### config.mk
export PLATFORM = sky130hd
export DESIGN_NAME = btn_cmd_conditioner
export DESIGN_NICKNAME = d
export VERILOG_FILES = /design/src/rtl/btn_cmd_conditioner_pkg.sv /design/src/rtl/btn_debounce.sv /design/src/rtl/btn_cmd_conditioner.sv
export SDC_FILE = /design/constraint.sdc
export NUM_CORES = 1
export LEC_CHECK = 0
export CAP_MARGIN = 30
export CORE_MARGIN = 2
export CORE_UTILIZATION = 35
export CTS_CLUSTER_SIZE = 8
export DETAILED_ROUTE_END_ITERATION = 8
export HOLD_SLACK_MARGIN = 0.02
export REMOVE_ABC_BUFFERS = 1
export SLEW_MARGIN = 20
export SYNTH_ARGS = -nofsm -noshare
export SYNTH_HDL_FRONTEND = slang
export SYNTH_SLANG_ARGS = --single-unit
### constraint.sdc
create_clock -name clk -period 5.05 [get_ports clk]
set_input_delay 1.01 -clock clk [delete_from_list [all_inputs] [get_ports clk]]
set_output_delay 1.01 -clock clk [all_outputs]
set_load 0.01 [all_outputs]
### src/rtl/btn_cmd_conditioner_pkg.sv
// Shared constants for the front-panel button path: command codes, button indices.
// Latency: n/a (package only).
// Backpressure: n/a (package only).
package btn_cmd_conditioner_pkg;

  localparam int CMD_W = 3;
  typedef logic [CMD_W-1:0] cmd_t;

  localparam cmd_t CMD_NONE   = 3'd0;
  localparam cmd_t CMD_UP     = 3'd1;
  localparam cmd_t CMD_DOWN   = 3'd2;
  localparam cmd_t CMD_LEFT   = 3'd3;
  localparam cmd_t CMD_RIGHT  = 3'd4;
  localparam cmd_t CMD_CENTER = 3'd5;

  localparam int BTN_UP     = 0;
  localparam int BTN_DOWN   = 1;
  localparam int BTN_LEFT   = 2;
  localparam int BTN_RIGHT  = 3;
  localparam int BTN_CENTER = 4;

  // Button index i maps onto command code i+1 (CMD_UP for index 0, ...).
  function automatic cmd_t btn_idx_to_cmd(input int unsigned idx);
    return cmd_t'(idx + 1);
  endfunction

endpackage

### src/rtl/btn_debounce.sv
// Single-bit two-flop synchroniser followed by a stable-level debouncer.
// Latency: 2 cycles sync + DEB_CNT cycles of unchanged input before level_o follows.
// Backpressure: none; free-running per-bit filter.
// Ports: clk/rst (async active-high), btn_i raw async level, level_o debounced level.
module btn_debounce #(
  parameter int DEB_CNT = 50000,
  parameter int DEB_W   = 16
) (
  input  logic clk,
  input  logic rst,
  input  logic btn_i,
  output logic level_o
);

  localparam logic [DEB_W-1:0] CNT_LAST = DEB_W'(DEB_CNT - 1);

  logic             sync1_q;
  logic             sync2_q;
  logic             stable_q;
  logic             stable_d;
  logic [DEB_W-1:0] cnt_q;
  logic [DEB_W-1:0] cnt_d;

  always_ff @(posedge clk or posedge rst) begin
    if (rst) begin
      sync1_q  <= 1'b0;
      sync2_q  <= 1'b0;
      stable_q <= 1'b0;
      cnt_q    <= '0;
    end else begin
      sync1_q  <= btn_i;
      sync2_q  <= sync1_q;
      stable_q <= stable_d;
      cnt_q    <= cnt_d;
    end
  end

  // Any return to the accepted level restarts the count, so a new level must
  // be seen for DEB_CNT consecutive cycles before it is accepted.
  always_comb begin
    stable_d = stable_q;
    cnt_d    = cnt_q;
    if (sync2_q == stable_q) begin
      cnt_d = '0;
    end else if (cnt_q == CNT_LAST) begin
      stable_d = sync2_q;
      cnt_d    = '0;
    end else begin
      cnt_d = cnt_q + DEB_W'(1);
    end
  end

  assign level_o = stable_q;

endmodule

### src/rtl/btn_cmd_conditioner.sv
// Debounces the front-panel buttons and turns each press into a buffered move command.
// Latency: press held from cycle 0 gives cmd_valid at cycle DEB_CNT+4 (2 sync, DEB_CNT, 1 edge, 1 buffer).
// Backpressure: one-entry buffer drained by cmd_valid/cmd_ack; presses arriving while it is full are dropped.
// Ports: clk, rst (async active-high), btn raw levels, cmd_ack consumer take,
//        cmd_valid/cmd_code buffered command, btn_level debounced levels, drop discard pulse.
module btn_cmd_conditioner
  import btn_cmd_conditioner_pkg::*;
#(
  parameter int N_BTN   = 5,
  parameter int DEB_CNT = 50000,
  parameter int DEB_W   = 16
) (
  input  logic             clk,
  input  logic             rst,
  input  logic [N_BTN-1:0] btn,
  input  logic             cmd_ack,
  output logic             cmd_valid,
  output logic [CMD_W-1:0] cmd_code,
  output logic [N_BTN-1:0] btn_level,
  output logic             drop
);

  logic [N_BTN-1:0] stable;
  logic [N_BTN-1:0] level_q;
  logic [N_BTN-1:0] press_q;
  logic [N_BTN-1:0] press_d;

  cmd_t win_code;
  logic multi_press;
  logic take;

  logic valid_q;
  logic valid_d;
  cmd_t code_q;
  cmd_t code_d;
  logic drop_q;
  logic drop_d;

  for (genvar i = 0; i < N_BTN; i++) begin : g_deb
    btn_debounce #(
      .DEB_CNT(DEB_CNT),
      .DEB_W  (DEB_W)
    ) u_deb (
      .clk    (clk),
      .rst    (rst),
      .btn_i  (btn[i]),
      .level_o(stable[i])
    );
  end

  // level_q doubles as the edge-detect history and the debounced level output.
  assign press_d = stable & ~level_q;

  always_ff @(posedge clk or posedge rst) begin
    if (rst) begin
      level_q <= '0;
      press_q <= '0;
      valid_q <= 1'b0;
      code_q  <= CMD_NONE;
      drop_q  <= 1'b0;
    end else begin
      level_q <= stable;
      press_q <= press_d;
      valid_q <= valid_d;
      code_q  <= code_d;
      drop_q  <= drop_d;
    end
  end

  // Lowest set index wins; scanning downward lets the lowest index overwrite.
  always_comb begin
    win_code = CMD_NONE;
    for (int i = N_BTN - 1; i >= 0; i--) begin
      if (press_q[i]) begin
        win_code = btn_idx_to_cmd(i);
      end
    end
  end

  // More than one bit set means the non-winning presses are discarded.
  assign multi_press = |(press_q & (press_q - N_BTN'(1)));
  assign take        = valid_q & cmd_ack;

  always_comb begin
    valid_d = valid_q;
    code_d  = code_q;
    drop_d  = multi_press;
    if (|press_q) begin
      if (!valid_q || take) begin
        // Reload in the ack cycle itself, so back-to-back commands have no bubble.
        valid_d = 1'b1;
        code_d  = win_code;
      end else begin
        drop_d = 1'b1;
      end
    end else if (take) begin
      valid_d = 1'b0;
      code_d  = CMD_NONE;
    end
  end

  assign cmd_valid = valid_q;
  assign cmd_code  = code_q;
  assign btn_level = level_q;
  assign drop      = drop_q;

endmodule

Yosys cells after proc, flatten, opt, wreduce, memory -nomap -nowiden
Cells that the tools add are included.
{ "totals": {"reg_bits": 110, "output_inout_bits": 10, "elab_cells": 85} }
{ "classes": {"addsub": 6, "eq_ne": 11, "muxes": 23, "bitwise": 9, "reduce_logical": 11} }
{ "ops": {"columns": ["op", "count"], "rows": [
  ["two-way mux 16 bit", 10],
  ["adder 16 x 1 -> 16 bit, second input constant", 5],
  ["equality test 16 bit, second input constant", 5],
  ["two-way mux 3 bit", 8],
  ["AND reduction 2 bit", 6],
  ["AND 5 bit", 2],
  ["OR reduction 5 bit", 2],
  ["equality test 1 bit", 5],
  ["two-way mux 1 bit", 5],
  ["NOT 1 bit", 5],
  ["NOT 5 bit", 1],
  ["subtractor 5 x 1 -> 5 bit, second input constant", 1],
  ["inequality test 2 x 1 -> 1 bit, second input constant", 1],
  ["nonzero test 2 bit", 1],
  ["AND 1 bit", 1],
  ["zero test 1 bit", 1],
  ["logical OR 1 bit", 1]
]} }

Logic depth before layout (Yosys ltp)
{ "depth": {"word_depth": 7, "ltp_mapped": 6} }

Modules after synthesis
A second synthesis with hierarchy kept.
{ "hier_totals": {"cells_unflattened": 485, "hier_area_um2": 5489.0} }
{ "modules_own_cells": {"columns": ["mod", "instances", "cells_per_inst", "area_each_um2", "seq_area_each_um2"], "rows": [
  ["btn_debounce", 5, 87, 982.2, 475.5],
  ["btn_cmd_conditioner", 1, 50, 578.1, 375.4]
]} }

Worst setup path before layout
Ideal clock, no wire load.
{ "synth_timing": {"kind": "reg2reg", "start": "register g_deb[4].u_deb.cnt_q[5]", "end": "register g_deb[4].u_deb.stable_q", "setup_ns": 0.125, "arrival_ns": 1.733, "path_slack_ns": 3.192, "path_stages_with_launch": 4, "synth_period_minus_slack_ns": 1.858, "cell_sequence": "dfrtp_1 -> or4b_1 -> or4_4 -> mux2_4"} }
{ "synth_via": {"elab_chain_cells": 2} }
{ "synth_lines": {"columns": ["element", "line_no", "source"], "rows": [
  ["start: declaration", "btn_debounce.sv:21", "logic [DEB_W-1:0] cnt_q;"],
  ["start signal: assignment", "btn_debounce.sv:34", "cnt_q <= cnt_d;"],
  ["equality test 16 bit", "btn_debounce.sv:45", "end else if (cnt_q == CNT_LAST) begin"],
  ["AND reduction 2 bit (no source line)", null, null],
  ["end signal: assignment", "btn_debounce.sv:33", "stable_q <= stable_d;"],
  ["end: declaration", "btn_debounce.sv:19", "logic stable_q;"]
]} }
Every way passes these cells.
A chain may end at the register's enable or synchronous reset.

Worst setup path after layout
{ "layout_timing": {"start": "register code_q[2], in the netlist cmd_code[2]", "end": "output port cmd_code[2]"} }
{ "layout_rtl": {"columns": ["element", "line_no", "source"], "rows": [
  ["start: declaration", "btn_cmd_conditioner.sv:34", "cmd_t code_q;"],
  ["start signal: assignment", "btn_cmd_conditioner.sv:65", "code_q <= code_d;"],
  ["end: declaration", "btn_cmd_conditioner.sv:18", "output logic [CMD_W-1:0] cmd_code,"]
]} }
No word-level cell between the ends.

==> reports/qor.yml <==
place_congestion: 0.764
finClkSkew_ns: 0.00802
drt_pass1_iterations: 5
synth_fa_ha_area_frac: 0.0147
final_util: 0.410
hold_violations: 0
ys_seq_area_frac: 0.558
cp_data_arrival_time_ns: 1.32
antenna_found_initial: 0
antenna_cells: 0
min_period_ns: 2.33
drc: 0
layout-drive-gt1-share: 0.0604
worstSetupEndpointType: "output pin"
dieArea_um2: 15100
multi_input_area_um2: 2090
ios: 18
hpwl_um: 6130
finalNetCount: 505
fillers: 1306
synth_area_per_cell_um2: 10.6
yosysTopAreaCell: "dfrtp_1"
clk_pin_slew_ns: 0.07
ant_nets: 0
grt_start_max_net_pins: 58
synth_edf_count: 0
grt_remaining_overflow: 0
p_per_area_nw_per_um2: 302
cts.repair.resized: 0
worst_hold_path_type: "reg2reg"
crit_cells: 1
r2r_slack_ns: 2.90
grt_pass1_wl_um: 15600
max_clock_freq_ghz: 0.429
via_per_inst: 5.06
max_stage_delay_ns: 0.58
wl_um: 8950
finalPower_mw: 1.71
die_w_um: 123
ys_dominant_reg_cell: "dfrtp_1"
synthCells: 467
crit_chain: "clkdlybuf4s50_1"
synth_seq_cells: 110
syn-cell-area_um2: 4940
cts_buffers: 9
synth_compound_area_frac: 0.0299
ir_drop_mv: 0.152
whs_path_depth: 0
worst-endpoint-required_ns: 4.04
tightest_slew_ns: 0.888
routedWlPerCell_um: 13.2
initial_core_util: 0.357
rows: 43
p_leak_nw: 2.31
regArea_um2: 2750
critical_path_class: "reg2out"
die_y_um: 123
ys_warn_count: 0
hold_buffers: 0
synth_async_sr_flop_share: 1.00
syn2layout_area_growth_pct: 14.8
clk_latency_ns: 0.35
path_max_fanout: 3
root_buffer: "clkbuf_16"
status: "complete, no violations"
critPathLaunchType: "flop"
grtUsageTotal: 0.130
critPathBufInv: 1
cts.sink_count: 110
synthTopCellsByArea: "dfrtp_1 56%, xnor2_1 9.6%, nor2_1 6.2%"
slew_viol_final: 0
hold_slack_ns: 0.345
synth_top_family_by_area: "simple AND/OR/NAND/NOR gates"
grt_pass1_vias: 3388
port_buffers: 17
htree_levels: 3
drv_cap: 0
reg2regPathDepth: 4
post_cts_buffers: 0
period_share: 0.462
crit_family: "buffers and inverters"
drt-initial-drc-count: 196
synthMuxAreaShare: 0.0122
synth.distinct_cells: 42
rsz0062_at_grt: "false"
setup_tns_ns: 0
num_vias: 3424
cts_tree: "done"
slowest_stage: "clkdlybuf4s50_1"
synth_xor_area_frac: 0.126
synth-simple-area-share: 0.240
clk_path_buf_depth: 2
core-area_um2: 13800
max_slew_margin: 0.406
synth_top_cell_area_share: 0.558
finalSetupViolations: 0
power by group:
group	internal [mW]	switching (mW)
sequential	0.894	0.0114
combinational	0.0186	0.0354
clock	0.449	0.305
cell usage after synthesis (7+ instances only):
cell / count
nor2b_1: 7
nand4_1: 18
inv_1: 18
xor2_1: 17
nor3_1: 22
nor4_1: 22
dfrtp_1: 110
xnor2_1: 54
nand3_1: 29
nand2_1: 21
and3_1: 7
nor2_1: 82
area by class of cell:
class | count | area share
inverter | 18 | 0.0124
tap | 180 | 0.0397
multi-input combinational | 334 | 0.369
timing repair buffer | 19 | 0.0362
sequential | 110 | 0.486
clock buffer | 11 | 0.0428
clock inverter | 5 | 0.0146
sequential cells by signal, indices dropped and copies added, names as in the netlist:
| signal | count |
|---|---|
| g_deb.u_deb.level_o | 5 |
| g_deb.u_deb.sync1_q | 5 |
| drop | 1 |
| g_deb.u_deb.sync2_q | 5 |
| press_q | 5 |
| cmd_code | 3 |
| cmd_valid | 1 |
| g_deb.u_deb.cnt_q | 80 |
| btn_level | 5 |
kinds of logic (layout without fill, tap and decap cells):
| family | Yosys count | after routing |
|---|---|---|
| simple gates | 233 | 233 |
| flops | 110 | 110 |
| xor+xnor | 71 | 71 |
| buf+inv | 23 | 53 |
| compound gates | 19 | 19 |
| fa+ha+maj | 6 | 6 |
| mux | 5 | 5 |
worst paths after layout:
path,start,to
worst max-delay path,cmd_code[2]$_DFFE_PP0P_,cmd_code[2]
max in group asynchronous,rst,press_q[1]$_DFF_PP0_
worst min-delay path,g_deb[1].u_deb.sync1_q$_DFF_PP0_,g_deb[1].u_deb.sync2_q$_DFF_PP0_
min in group asynchronous,rst,g_deb[4].u_deb.cnt_q[15]$_DFF_PP0_
worst max register to register,g_deb[0].u_deb.cnt_q[0]$_DFF_PP0_,g_deb[0].u_deb.cnt_q[12]$_DFF_PP0_
worst min register to register,g_deb[1].u_deb.sync1_q$_DFF_PP0_,g_deb[1].u_deb.sync2_q$_DFF_PP0_
placed cells by master (no fill, tap or decap), types with 3 or more instances in the layout:
| cell | n |
|---|---|
| nor3_1 | 22 |
| clkbuf_16 | 9 |
| mux2_2 | 4 |
| or4b_1 | 3 |
| nand2_1 | 21 |
| a21oi_1 | 4 |
| o21ai_0 | 4 |
| nor4bb_1 | 5 |
| xor2_1 | 17 |
| nand3_1 | 29 |
| ha_1 | 5 |
| nor2b_1 | 7 |
| nor2_1 | 82 |
| xnor2_1 | 54 |
| inv_1 | 17 |
| nand4_1 | 18 |
| dfrtp_1 | 110 |
| nor4_1 | 22 |
| or2_2 | 3 |
| and3_1 | 7 |
| and2_1 | 3 |
| clkdlybuf4s50_1 | 17 |
per-layer routing:
metal,global-route usage,share of wire
met5,0,0
met4,0.0524,0.015
met3,0.0302,0.026
met2,0.204,0.47
met1,0.173,0.49
metrics by stage:
step	area, um2	instances	setup slack (ns)
after floorplan	4910	462	1.14
after global placement	5310	660	2.42
after detailed placement	5340	661	2.61
after CTS	5670	677	2.68
after global routing	5670	677	2.64
final	5670	677	2.72
No activity file was read; power rests on OpenSTA's default activity.
